`src/rtl/dmem_arbiter_if.sv`:
```
// dmem_arbiter_if: one requester's request/response channel into the data
// memory arbiter. The requester side uses the master modport, the arbiter
// uses the slave modport.
interface dmem_arbiter_if;
  logic        req_valid;
  logic        req_ready;
  logic        req_we;
  logic [31:0] req_addr;
  logic [31:0] req_wdata;
  logic        req_lock;
  logic        rsp_valid;
  logic        rsp_ready;
  logic [31:0] rsp_rdata;
  logic        rsp_err;

  modport master (
    output req_valid, req_we, req_addr, req_wdata, req_lock, rsp_ready,
    input  req_ready, rsp_valid, rsp_rdata, rsp_err
  );

  modport slave (
    input  req_valid, req_we, req_addr, req_wdata, req_lock, rsp_ready,
    output req_ready, rsp_valid, rsp_rdata, rsp_err
  );
endinterface

```
`src/rtl/dmem_arbiter.sv`:
```
// dmem_arbiter: two-requester round-robin arbiter in front of a single-port
// data memory (combinational read, synchronous write). One transaction is in
// flight at a time: IDLE accepts a request and drives the memory port,
// RESP holds the registered response until the owner consumes it.
// Optional feature: define DMEM_ARB_LOCK_EN to let a requester keep the
// grant across transactions (atomic read-modify-write) via req_lock.
module dmem_arbiter #(
  parameter int DEPTH = 1024
) (
  input  logic         clk,
  input  logic         reset,
  dmem_arbiter_if.slave r0,
  dmem_arbiter_if.slave r1,
  output logic [31:0]  mem_addr,
  output logic [31:0]  mem_data,
  output logic         mem_write,
  output logic         mem_read,
  input  logic [31:0]  mem_rdata
);

  localparam logic [31:0] DEPTH_W = 32'(DEPTH);

  typedef enum logic {
    IDLE = 1'b0,
    RESP = 1'b1
  } state_t;

  state_t      state_q, state_d;
  logic        own_q, own_d;
  logic        last_q, last_d;
  logic        err_q, err_d;
  logic [31:0] rdata_q, rdata_d;

  logic        elig0, elig1;
  logic        gnt0, gnt1;
  logic        hs;
  logic        sel;
  logic        sel_we;
  logic [31:0] sel_addr;
  logic [31:0] sel_wdata;
  logic        in_range;
  logic        rsp_done;

`ifdef DMEM_ARB_LOCK_EN
  logic        locked_q, locked_d;
  logic        lock_own_q, lock_own_d;
  logic        sel_lock;
`else
  logic        unused_lock;
  assign unused_lock = r0.req_lock ^ r1.req_lock;
`endif

  // Grant selection: eligible requesters, round-robin tie break, request mux
  always_comb begin
    elig0 = r0.req_valid & (state_q == IDLE) & ~reset;
    elig1 = r1.req_valid & (state_q == IDLE) & ~reset;
`ifdef DMEM_ARB_LOCK_EN
    // While locked only the lock holder may win, whatever the pointer says
    if (locked_q) begin
      elig0 = elig0 & ~lock_own_q;
      elig1 = elig1 &  lock_own_q;
    end
`endif
    // On a tie the requester that was not served last wins
    gnt1      = elig1 & (~elig0 | ~last_q);
    gnt0      = elig0 & ~gnt1;
    hs        = gnt0 | gnt1;
    sel       = gnt1;
    sel_we    = sel ? r1.req_we    : r0.req_we;
    sel_addr  = sel ? r1.req_addr  : r0.req_addr;
    sel_wdata = sel ? r1.req_wdata : r0.req_wdata;
    in_range  = (sel_addr < DEPTH_W);
`ifdef DMEM_ARB_LOCK_EN
    sel_lock  = sel ? r1.req_lock  : r0.req_lock;
`endif
  end

  // Output drive: same-cycle ready and memory access, registered response
  always_comb begin
    r0.req_ready = gnt0;
    r1.req_ready = gnt1;
    mem_addr     = hs ? sel_addr  : '0;
    mem_data     = hs ? sel_wdata : '0;
    // Out-of-range writes never reach the memory
    mem_write    = hs & sel_we & in_range;
    mem_read     = hs & ~sel_we;
    r0.rsp_valid = (state_q == RESP) & ~own_q & ~reset;
    r1.rsp_valid = (state_q == RESP) &  own_q & ~reset;
    r0.rsp_rdata = r0.rsp_valid ? rdata_q : '0;
    r1.rsp_rdata = r1.rsp_valid ? rdata_q : '0;
    r0.rsp_err   = r0.rsp_valid & err_q;
    r1.rsp_err   = r1.rsp_valid & err_q;
  end

  // Next-state logic: capture the transaction result on handshake, release on response
  always_comb begin
    state_d  = state_q;
    own_d    = own_q;
    last_d   = last_q;
    rdata_d  = rdata_q;
    err_d    = err_q;
    rsp_done = own_q ? r1.rsp_ready : r0.rsp_ready;
`ifdef DMEM_ARB_LOCK_EN
    locked_d   = locked_q;
    lock_own_d = lock_own_q;
`endif
    case (state_q)
      IDLE: begin
        if (hs) begin
          state_d = RESP;
          own_d   = sel;
          last_d  = sel;
          // Writes and errors return zero data
          rdata_d = (~sel_we & in_range) ? mem_rdata : '0;
          err_d   = ~in_range;
`ifdef DMEM_ARB_LOCK_EN
          if (sel_lock) begin
            locked_d   = 1'b1;
            lock_own_d = sel;
          end else if (locked_q && (lock_own_q == sel)) begin
            locked_d   = 1'b0;
          end
`endif
        end
      end
      RESP: begin
        if (rsp_done) begin
          state_d = IDLE;
        end
      end
      default: state_d = IDLE;
    endcase
  end

  // State and response registers; reset drops any pending response
  always_ff @(posedge clk) begin
    if (reset) begin
      state_q <= IDLE;
      own_q   <= 1'b0;
      last_q  <= 1'b1;
      rdata_q <= '0;
      err_q   <= 1'b0;
    end else begin
      state_q <= state_d;
      own_q   <= own_d;
      last_q  <= last_d;
      rdata_q <= rdata_d;
      err_q   <= err_d;
    end
  end

`ifdef DMEM_ARB_LOCK_EN
  // Bus lock registers
  always_ff @(posedge clk) begin
    if (reset) begin
      locked_q   <= 1'b0;
      lock_own_q <= 1'b0;
    end else begin
      locked_q   <= locked_d;
      lock_own_q <= lock_own_d;
    end
  end
`endif

endmodule

```
`src/flat_wrapper.sv`:
```
// flat-port wrapper written by rule: the top's interface ports become plain ports
module dmem_arbiter_flat 
#(
  parameter int DEPTH = 1024
)
  (clk, reset, mem_addr, mem_data, mem_write, mem_read, mem_rdata, r0_req_valid, r0_req_we, r0_req_addr, r0_req_wdata, r0_req_lock, r0_rsp_ready, r0_req_ready, r0_rsp_valid, r0_rsp_rdata, r0_rsp_err, r1_req_valid, r1_req_we, r1_req_addr, r1_req_wdata, r1_req_lock, r1_rsp_ready, r1_req_ready, r1_rsp_valid, r1_rsp_rdata, r1_rsp_err);
  dmem_arbiter_if r0_i ();
  dmem_arbiter_if r1_i ();
  input  logic clk;
  input  logic reset;
  output logic [31:0] mem_addr;
  output logic [31:0] mem_data;
  output logic mem_write;
  output logic mem_read;
  input  logic [31:0] mem_rdata;
  input wire logic [$bits(r0_i.req_valid)-1:0] r0_req_valid;
  input wire logic [$bits(r0_i.req_we)-1:0] r0_req_we;
  input wire logic [$bits(r0_i.req_addr)-1:0] r0_req_addr;
  input wire logic [$bits(r0_i.req_wdata)-1:0] r0_req_wdata;
  input wire logic [$bits(r0_i.req_lock)-1:0] r0_req_lock;
  input wire logic [$bits(r0_i.rsp_ready)-1:0] r0_rsp_ready;
  output wire logic [$bits(r0_i.req_ready)-1:0] r0_req_ready;
  output wire logic [$bits(r0_i.rsp_valid)-1:0] r0_rsp_valid;
  output wire logic [$bits(r0_i.rsp_rdata)-1:0] r0_rsp_rdata;
  output wire logic [$bits(r0_i.rsp_err)-1:0] r0_rsp_err;
  input wire logic [$bits(r1_i.req_valid)-1:0] r1_req_valid;
  input wire logic [$bits(r1_i.req_we)-1:0] r1_req_we;
  input wire logic [$bits(r1_i.req_addr)-1:0] r1_req_addr;
  input wire logic [$bits(r1_i.req_wdata)-1:0] r1_req_wdata;
  input wire logic [$bits(r1_i.req_lock)-1:0] r1_req_lock;
  input wire logic [$bits(r1_i.rsp_ready)-1:0] r1_rsp_ready;
  output wire logic [$bits(r1_i.req_ready)-1:0] r1_req_ready;
  output wire logic [$bits(r1_i.rsp_valid)-1:0] r1_rsp_valid;
  output wire logic [$bits(r1_i.rsp_rdata)-1:0] r1_rsp_rdata;
  output wire logic [$bits(r1_i.rsp_err)-1:0] r1_rsp_err;
  assign r0_i.req_valid = r0_req_valid;
  assign r0_i.req_we = r0_req_we;
  assign r0_i.req_addr = r0_req_addr;
  assign r0_i.req_wdata = r0_req_wdata;
  assign r0_i.req_lock = r0_req_lock;
  assign r0_i.rsp_ready = r0_rsp_ready;
  assign r0_req_ready = r0_i.req_ready;
  assign r0_rsp_valid = r0_i.rsp_valid;
  assign r0_rsp_rdata = r0_i.rsp_rdata;
  assign r0_rsp_err = r0_i.rsp_err;
  assign r1_i.req_valid = r1_req_valid;
  assign r1_i.req_we = r1_req_we;
  assign r1_i.req_addr = r1_req_addr;
  assign r1_i.req_wdata = r1_req_wdata;
  assign r1_i.req_lock = r1_req_lock;
  assign r1_i.rsp_ready = r1_rsp_ready;
  assign r1_req_ready = r1_i.req_ready;
  assign r1_rsp_valid = r1_i.rsp_valid;
  assign r1_rsp_rdata = r1_i.rsp_rdata;
  assign r1_rsp_err = r1_i.rsp_err;
  dmem_arbiter #(.DEPTH(DEPTH)) u_core (.clk(clk), .reset(reset), .r0(r0_i), .r1(r1_i), .mem_addr(mem_addr), .mem_data(mem_data), .mem_write(mem_write), .mem_read(mem_read), .mem_rdata(mem_rdata));
endmodule
```
`config.mk`:
```
export PLATFORM = sky130hd
export DESIGN_NAME = dmem_arbiter_flat
export DESIGN_NICKNAME = d
export VERILOG_FILES = /design/src/rtl/dmem_arbiter_if.sv /design/src/rtl/dmem_arbiter.sv /design/src/flat_wrapper.sv
export SDC_FILE = /design/constraint.sdc
export NUM_CORES = 1
export LEC_CHECK = 0
export CAP_MARGIN = 0
export CORE_AREA = 2 2 119 121
export CTS_BUF_LIST = sky130_fd_sc_hd__clkbuf_8
export DETAILED_ROUTE_END_ITERATION = 16
export DIE_AREA = 0 0 121 123
export HOLD_SLACK_MARGIN = 0.1
export MAX_ROUTING_LAYER = met4
export PLACE_DENSITY = 0.67
export SYNTH_ARGS = -nofsm -noshare
export SYNTH_HDL_FRONTEND = slang
export SYNTH_SLANG_ARGS = --single-unit
```
`constraint.sdc`:
```
create_clock -name clk -period 2.55 [get_ports clk]
set_input_delay 0.255 -clock clk [delete_from_list [all_inputs] [get_ports clk]]
set_output_delay 0.255 -clock clk [all_outputs]
set_load 0.03 [all_outputs]
```
# == After elaboration in Yosys (flattened, before gate mapping) ==
# Cells that the tools add are included.
# word_totals
reg_bits,36
input_bits,170
out_inout_bits,136
# classes
magnitude_cmp,1
mux,12
n_bitwise,26
reduce_logical,1
# ops
operator,count
$mux W32,7
$lt A32 B11 Y1 const B,1
$and A1 B1 Y1,16
$not A1 Y1,8
$mux W1,4
$or A1 B1 Y1,2
$pmux W1 S2,1
$reduce_and A2 Y1,1

# == Longest topological paths before layout ==
# Gate-level depths: netlist of run 1.
# depth
word_depth,11
depth_mapped,8

# == Worst setup path after synthesis of run 1 ==
# No wires, ideal clock.
# synth_path
path_kind,register to output
from,reg u_core.state_q
to,out mem_addr[28]
arrival_ps,2135
slack_ps,160
path_stages_with_launch,9
path_buffers,3
path_cell_list,dfxtp_1 -> nand2b_1 -> a211o_1 -> buf_4 -> inv_2 -> clkbuf_1 -> clkbuf_1 -> nand2_1 -> o21ai_1
# synth_between
elab_chain_cells,10
word_cells_on_any_way,13
cone_classes,2 x mux; 11 x bitwise
# synth_lines
item,line,rtl
start: declaration,dmem_arbiter.sv:28,"state_t state_q, state_d;"
start signal: assignment,dmem_arbiter.sv:144,state_q <= state_d;
$not A1 Y1 (no source line) (*),--,
$and A1 B1 Y1 (2 in a row),dmem_arbiter.sv:55,elig0 = r0.req_valid & (state_q == IDLE) & ~reset;
$not A1 Y1,dmem_arbiter.sv:65,gnt1 = elig1 & (~elig0 | ~last_q);
$or A1 B1 Y1,dmem_arbiter.sv:65,
$and A1 B1 Y1 (*),dmem_arbiter.sv:65,
net r1_req_ready,flat_wrapper.sv:32,output wire logic [$bits(r1_i.req_ready)-1:0] r1_req_ready;
$not A1 Y1,dmem_arbiter.sv:66,gnt0 = elig0 & ~gnt1;
$and A1 B1 Y1,dmem_arbiter.sv:66,
$or A1 B1 Y1,dmem_arbiter.sv:67,hs = gnt0 | gnt1;
$mux W32 (*),dmem_arbiter.sv:82,mem_addr = hs ? sel_addr : '0;
end: declaration,flat_wrapper.sv:11,output logic [31:0] mem_addr;
# Mark *: on every way through the listed nets, which the timed path passes. The rest lies on a longest branch.

# == Worst setup path after layout of run 1 ==
# layout_path
from,in r1_req_valid
to,out mem_write
# layout_between
elab_chain_cells,8
word_cells_on_any_way,11
cone_classes,1 x order compare; 2 x mux; 8 x bitwise
# layout_lines
item,line,rtl
start: declaration,flat_wrapper.sv:26,input wire logic [$bits(r1_i.req_valid)-1:0] r1_req_valid;
$and A1 B1 Y1 (*) (2 in a row),dmem_arbiter.sv:56,elig1 = r1.req_valid & (state_q == IDLE) & ~reset;
$and A1 B1 Y1 (*),dmem_arbiter.sv:65,
"parallel branches: the longest is 4 deep, another holds $lt A32 B11 Y1",--,
$and A1 B1 Y1 (*),dmem_arbiter.sv:85,mem_write = hs & sel_we & in_range;
end: declaration,flat_wrapper.sv:13,output logic mem_write;
# Mark *: on every way between the ends.

==> results of run 1 <==
## sequential cells by signal (all words and copies together), names as in the netlist
signal / cells
u_core.err_q: 1
u_core.state_q: 1
u_core.own_q: 1
u_core.rdata_q: 32
u_core.last_q: 1
## synthesized netlist by cell type
master | instances | area share
nor2b_1 | 1 | 0.0025
a21oi_1 | 1 | 0.0020
a22o_1 | 74 | 0.26
nand4_1 | 1 | 0.0025
mux2i_1 | 1 | 0.0040
nand3b_1 | 1 | 0.0030
mux2_4 | 1 | 0.0060
nor4_1 | 10 | 0.025
a21boi_2 | 1 | 0.0045
inv_1 | 1 | 0.0015
a31o_1 | 1 | 0.0035
buf_1 | 4 | 0.0060
nand4_2 | 1 | 0.0050
and3_1 | 1 | 0.0025
clkbuf_1 | 17 | 0.025
nand3_1 | 6 | 0.012
o211ai_1 | 1 | 0.0030
a211o_1 | 1 | 0.0035
buf_4 | 1 | 0.0030
nor2_1 | 6 | 0.0090
inv_2 | 2 | 0.0030
and4_1 | 2 | 0.0070
buf_2 | 4 | 0.0080
nor3b_2 | 1 | 0.0050
and2_1 | 67 | 0.17
nor3b_1 | 1 | 0.0030
buf_6 | 4 | 0.018
o21ai_1 | 17 | 0.034
nand2_1 | 45 | 0.067
a211oi_4 | 1 | 0.0080
o311a_1 | 1 | 0.0040
dfxtp_1 | 36 | 0.29
nand2b_1 | 2 | 0.0050
## power by group
part,internal [mW],switching (mW),total (mW)
clock,0.212,0.192,0.404
sequential,0.568,0.00773,0.576
combinational,0.413,0.349,0.762
total,1.19,0.548,1.74
## layer usage
layer / routed length (um) / vias to the layer above
met5: 0 / -
met4: 208 / 0
met3: 1070 / 12
met2: 6400 / 209
met1: 5440 / 1585
li1: - / 1714
## final cells by class
class / count / area, um2
multi-input combinational: 245 / 1640
clock inverter: 2 / 7.51
tap: 180 / 225
sequential: 36 / 721
fill: 1373 / 7960
clock buffer: 6 / 82.6
inverter: 3 / 13.8
timing repair buffer: 312 / 2970
antenna: 1 / 2.50
## critical path, cell delays in order
cell and delay, ns:
clkdlybuf4s50_1 0.55, nand2b_1 0.11, a211o_1 0.36, inv_4 0.15, nand4_1 0.18, and2_1 0.24
nor2b_1 0.12, buf_4 0.17
## final timing paths
path / endpoint / slack (ns) / cells past startpoint
min reg2reg: u_core.rdata_q[20] / 0.49 / 1
max reg2reg: u_core.rdata_q[14] / 0.53 / 7
min: u_core.state_q / 0.39 / 2
max: mem_write / 0.17 / 8
## cell families (layout without fill, tap and decap cells)
family,Yosys count,in the layout
other,0,1
multiplexers,2,2
AND/OR/NAND/NOR,145,145
buffers and inverters,33,323
AO/OA/AOI/OAI,98,98
flip-flops,36,36
## metrics by stage
| step | util | area (um2) | cells |
|---|---|---|---|
| 2_1_floorplan | - | 2500 | 314 |
| 3_3_place_gp | 0.408 | 5560 | 776 |
| 3_5_place_dp | 0.408 | 5560 | 776 |
| 4_1_cts | 0.415 | 5650 | 784 |
| 5_1_grt | 0.415 | 5660 | 785 |
| 6_report | 0.415 | 5660 | 785 |
==> metrics.md, run 1 <==
| Metric | Value |
|---|---|
| Status | finished clean |
| Final Hold Fails | 0 |
| Die Wd | between 100 and 150 um |
| Post-CTS sizing | 0 |
| CP Capture Type | output port |
| RR Startpoint | u_core.state_q |
| DRT antenna net count | 0 |
| Netlist area before placement | 0.00250 mm2 |
| Synth Net Count | slightly below 500 |
| Register area share after synthesis | 0.288 |
| Tot Pwr | ~1.7 mW |
| Layout cells sized above 1 | 0.257 |
| Area of the core | 0.0136 mm2 |
| RSZ-0062 raised after global routing | no |
| Largest net degree at the start of global routing | between 50 and 60 |
| Largest family of logic cells by synthesized area | compound AO/OA/AOI/OAI gates |
| CP startpoint | r1_req_valid |
| First-pass GRT wire length | about 19,000 um |
| Clock latency at the later pin of the worst-skew pair | 0.28 ns |
| Final TNS setup | 0 ns |
| Static Leak | around 2.5 nW |
| CTS Buffer Depth | 2 |
| Post-CTS setup buffer count | 0 |
| Die area | around 0.015 mm2 |
| Simple-gate share of the synthesized area | 0.316 |
| Syn-to-layout area delta | 126% |
| Yosys reg bits | 36 |
| Compound-Gate Fraction of Synth Area | 0.321 |
| Final setup vio count | 0 |
| Placer Congestion | ~0.82 |
| Clock Sink Count | 36 |
| Final nets | roughly 770 |
| Num CTS Buffers | 5 |
| Kind of critical path | in2out |
| VDD IR max | ~0.13 mV |
| GR Util met1 | 0.205 |
| Adder-cell area share of the yosys netlist | 0 |
| Pwr/cell area | 308 mW/mm2 |
| M3 GR Usage | 0.0387 |
| Critical Path RT | approximately 2.3 ns |
| Pre-CTS setup slack | around 0.056 ns |
| Worst hold path class | in2reg |
| Hold Worst Slack | 0.390 ns |
| Minimum clock period | 2.38 ns |
| Antenna violations before repair | 1 |
| Initial Util | 0.184 |
| Setup ws final | 0.175 ns |
| # port buffers | approximately 300 |
| Hpwl dp | 11,000 um |
| Fmax | approximately 420 MHz |
| Hold Buf Count CTS | 0 |
| Die height | 123 um |
| Critical Path Start Type | input port |
| Hold Crit Start | reset |
| Vias in the first global route | between 3,000 and 4,000 |
| Top Usage Layer GRT | met2 |
| Most common cell after layout, fill and taps aside | clkdlybuf4s50_1 |
| Commonest non-fill, non-tap cells in the layout | 172 x clkdlybuf4s50_1, 124 x buf_4, 74 x a22o_1 |
| Slew Limit Fails | 0 |
| Relative max-transition margin | 0.673 |
| I/O pin count | 306 |
| Post-Syn Instances | approximately 310 |
| Mean post-synth cell area | between 7 and 8 um2 |
| Yosys cell types | 33 |
| Max Cap Viol | 0 |
| Clock slew at reported path FFs | approximately 0.07 ns |
| Ys Warns | 0 |
| Post-synthesis xor/xnor area fraction | 0 |
| Via count | 3,520 |
| Post-synthesis mux area share | 0.00999 |
| CTS tree | yes |
| H-tree depth | 2 |
| Detailed Route WL | roughly 13,000 um |
| GRT overflow | 0 |
| Drt pass-1 iters | 4 |
| Fin Clk Skew | around 0.0016 ns |
| Tcrit/Tclk final | 0.931 |
| Met2 usage | 0.282 |
| CTS root buf | clkbuf_8 |
| Row Count | 43 |
| DR DRC count | 0 |
| Initial DRC count | 94 |
| Worst-path fanout max | 7 |
| Crit path DAT | ~2.1 ns |
| Routed length per placed instance | 16.7 um |
| GR Util All Layers | 0.170 |
| Vias/cell | 4.48 |
| Worst-Margin Slew | approximately 0.49 ns |
Power figures use the tool's default switching activity.
==> run 2, diff against run 1 <==
- ABC_AREA: unset -> 1
- CORE_AREA: 2 2 119 121 -> 2 2 118 120
- DIE_AREA: 0 0 121 123 -> 0 0 120 122
- PLACE_DENSITY: 0.67 -> 0.71
- RECOVER_POWER: unset -> 50
==> run 2 against run 1 <==
Against the previous run:
- routed wire length up 14%
- worst setup slack improved by 0.018 ns
- core utilization rose by 4.4 points
- sequential power barely moved
- non-clock buffer count grew 22
- synthesized area grew 16%
- highest routed layer unchanged
- clock-buffer cell count did not move
- largest power group unchanged
- critical endpoint unchanged
- critical path type is now reg2out
==> metrics.md, run 2 <==
| Metric | Value |
|---|---|
| Status | finished clean |
| Largest net degree at the start of global routing | 44 |
| Crit path DAT | 2.10 ns |
| Critical Path RT | ~2.3 ns |
| Initial DRC count | about 250 |
| Hold path cells | 4 |
| Yosys top cell by area | dfxtp_1 |
| Pre-CTS setup slack | ~0.042 ns |
| CTS root buf | clkbuf_8 |
| Final setup vio count | 0 |
| Detailed Route WL | about 15,000 um |
| R2R depth | 11 |
| Register area share after synthesis | 0.247 |
| Worst path slowest cell | dfxtp_2 |
| Die Wd | between 100 and 150 um |
| Max Cap Viol | 0 |
| Synth top area cells | dfxtp_1 25%, a22o_1 13%, nor2_1 12% |
| Most frequent CP cell | nand2_1 |
| Hpwl dp | 11,900 um |
| Fraction of registers with async set or reset after synthesis | 0 |
| Synth Net Count | between 600 and 700 |
| Max reg flops | 32 |
| CP Capture Type | output port |
| VDD IR max | 0.196 mV |
| Hold Buf Count CTS | 0 |
| Vias in the first global route | roughly 4,000 |
| Fmax | 424 MHz |
| DR DRC count | 0 |
| Final Hold Fails | 0 |
| First-pass GRT wire length | around 22,000 um |
| Clock latency at the later pin of the worst-skew pair | roughly 0.29 ns |
| I/O pin count | about 300 |
| Setup ws final | between 0.15 and 0.2 ns |
| RSZ-0062 raised after global routing | no |
| Worst hold path class | in2reg |
| Drt pass-1 iters | 4 |
| H-tree depth | 2 |
| Placer Congestion | roughly 0.80 |
| Area fraction of the dominant cell type after synthesis | 0.247 |
| Initial Util | 0.216 |
| Die height | ~120 um |
| Row Count | between 40 and 50 |
| Post-Syn Instances | 480 |
| Worst-path fanout max | 5 |
| Final nets | between 900 and 1,000 |
| Area of the core | 0.0135 mm2 |
| Syn-to-layout area delta | 113% |
| Worst R2R Setup Slack | 0.24 ns |
| Clock Sink Count | 36 |
| Pwr/cell area | around 310 mW/mm2 |
| Yosys reg bits | 36 |
| Worst-Margin Slew | ~0.75 ns |
| Slew Limit Fails | 0 |
| GR Util All Layers | 0.196 |
| Antenna violations before repair | 1 |
| Yosys cell types | 27 |
| Vias/cell | between 4 and 5 |
| Clock slew at reported path FFs | 0.08 ns |
| CP peak stage delay | roughly 0.36 ns |
| Layout cells sized above 1 | 0.193 |
| # port buffers | roughly 300 |
| Die area | 0.0146 mm2 |
| DRT antenna net count | 0 |
| RR Startpoint | u_core.state_q |
| Mean post-synth cell area | just over 6 um2 |
| Reg with most FFs | u_core.rdata_q |
| GRT overflow | 0 |
| Via count | 4,314 |
| Ys flop type | dfxtp_1 |
| Hold Crit Start | r0_req_valid |
| Netlist area before placement | between 0.002 and 0.003 mm2 |
| Routed length per placed instance | 15.4 um |
| Relative max-transition margin | 0.497 |
| FF-to-FF End | u_core.rdata_q[0] |
| Number of enable flip-flop cells after synthesis | 0 |
| Most common cell after layout, fill and taps aside | clkdlybuf4s50_1 |
| Worst-path cell chain | nor2_8, buf_4, nand4_1, nand2_1, nand2_1, nor2_1, nand2_1, nor2_4, nand3_1, a21oi_1, buf_4, buf_12 |
| Minimum clock period | approximately 2.4 ns |
| Commonest cells post-synth | 94 x nor2_1, 91 x nand2_1, 73 x inv_1, 47 x nand4_1, 42 x a22o_1 |
| Tcrit/Tclk final | 0.924 |
| Critical Path Start Type | flip-flop |
| Static Leak | between 2 and 3 nW |
| CTS tree | yes |
| Ys Warns | 0 |
| Commonest non-fill, non-tap cells in the layout | 196 x clkdlybuf4s50_1, 93 x nor2_1, 91 x nand2_1 |
| Hold Crit Endpoint | u_core.last_q |
| Num CTS Buffers | 5 |
| Fin Clk Skew | between 0.006 and 0.007 ns |
| CTS Buffer Depth | 2 |
| Kind of critical path | reg2out |
| Dominant cell by count in the synthesized netlist | nor2_1 |
| Final TNS setup | 0 ns |
[run 2: changes by cell type in the layout (fill, tap and decap cells not counted), moves of 4 or more]
cell	change
nand4_1	+46
buf_12	+7
clkdlybuf4s50_1	+24
nand3_1	-4
a22o_1	-32
o21ai_1	-15
clkbuf_2	+48
inv_1	+71
nor4_1	-10
nand2_1	+46
buf_4	-61
nor2_1	+88
and2_1	-67
a21oi_1	+35
[run 2: worst max path at each step]
| stage | cells past startpoint | slack, ns | startpoint | to |
|---|---|---|---|---|
| final | 12 | 0.19 | u_core.state_q | mem_write |
| after global routing | 12 | 0.009 | u_core.state_q | mem_write |
| after CTS | 12 | 0.03 | r1_req_valid | mem_write |
| after detailed placement | 12 | 0.04 | r1_req_valid | mem_write |
| after global placement | 12 | 0.02 | r1_req_valid | mem_write |
| after floorplan | 5 | 0.17 | u_core.state_q | r0_rsp_rdata[10] |
[run 2: through the flow]
stage / std cells / cell area, um2 / hold slack [ns] / total power, mW / utilization
3_3_place_gp: 952 / 6190 / 0.452 / 1.51 / 0.459
4_1_cts: 960 / 6290 / 0.470 / 1.94 / 0.466
5_1_grt: 964 / 6210 / 0.480 / 2.02 / 0.460
2_1_floorplan: 480 / 2920 / 0.418 / 0.979 / -
3_5_place_dp: 952 / 6190 / 0.457 / 1.51 / 0.459
6_report: 964 / 6210 / 0.448 / 1.92 / 0.460
[run 2: metal layers]
metal,part of all wire,wire [um],global-route usage,vias up
li1,-,-,-,2175
met1,0.41,6170,0.231,1931
met2,0.50,7450,0.345,189
met3,0.063,938,0.0323,19
met4,0.021,320,0.0522,0
met5,0,0,-,-
[run 2: critical path, delay by kind of cell (launching register included)]
kind / cells / cell delay (ns)
buffers and inverters: 3 / 0.41
AOI/OAI and AO/OA: 1 / 0.14
DFF: 1 / 0.36
and+or+nand+nor: 8 / 0.89
[run 2: layout make-up]
class / count / area [um2]
diodes: 1 / 2.50
clock buffers: 6 / 82.6
clock inverters: 2 / 11.3
fillers: 1363 / 7300
inverters: 74 / 278
multi-input cells: 331 / 1720
flip-flops and latches: 36 / 722
well taps: 180 / 225
repair buffers: 334 / 3170
[run 2: where the power goes]
group	internal [mW]	total, mW	switching [mW]
clock	0.216	0.431	0.215
sequential	0.568	0.575	0.00708
combinational	0.464	0.913	0.450
total	1.25	1.92	0.672
[run 2: what timing repair did]
action | in CTS | in global routing
buffers inserted | 0 | 2
setup endpoints to repair | 0 | 33
hold endpoints to repair | 0 | 0
gates resized for setup | 0 | 10
[run 2: cell families (layout without fill, tap and decap cells)]
logic type / after synthesis / after routing / share of synthesized area
buffers and inverters: 114 / 416 / 0.174
other: 0 / 1 / 0
AOI/OAI and AO/OA: 85 / 85 / 0.201
and+or+nand+nor: 245 / 246 / 0.378
DFF: 36 / 36 / 0.247
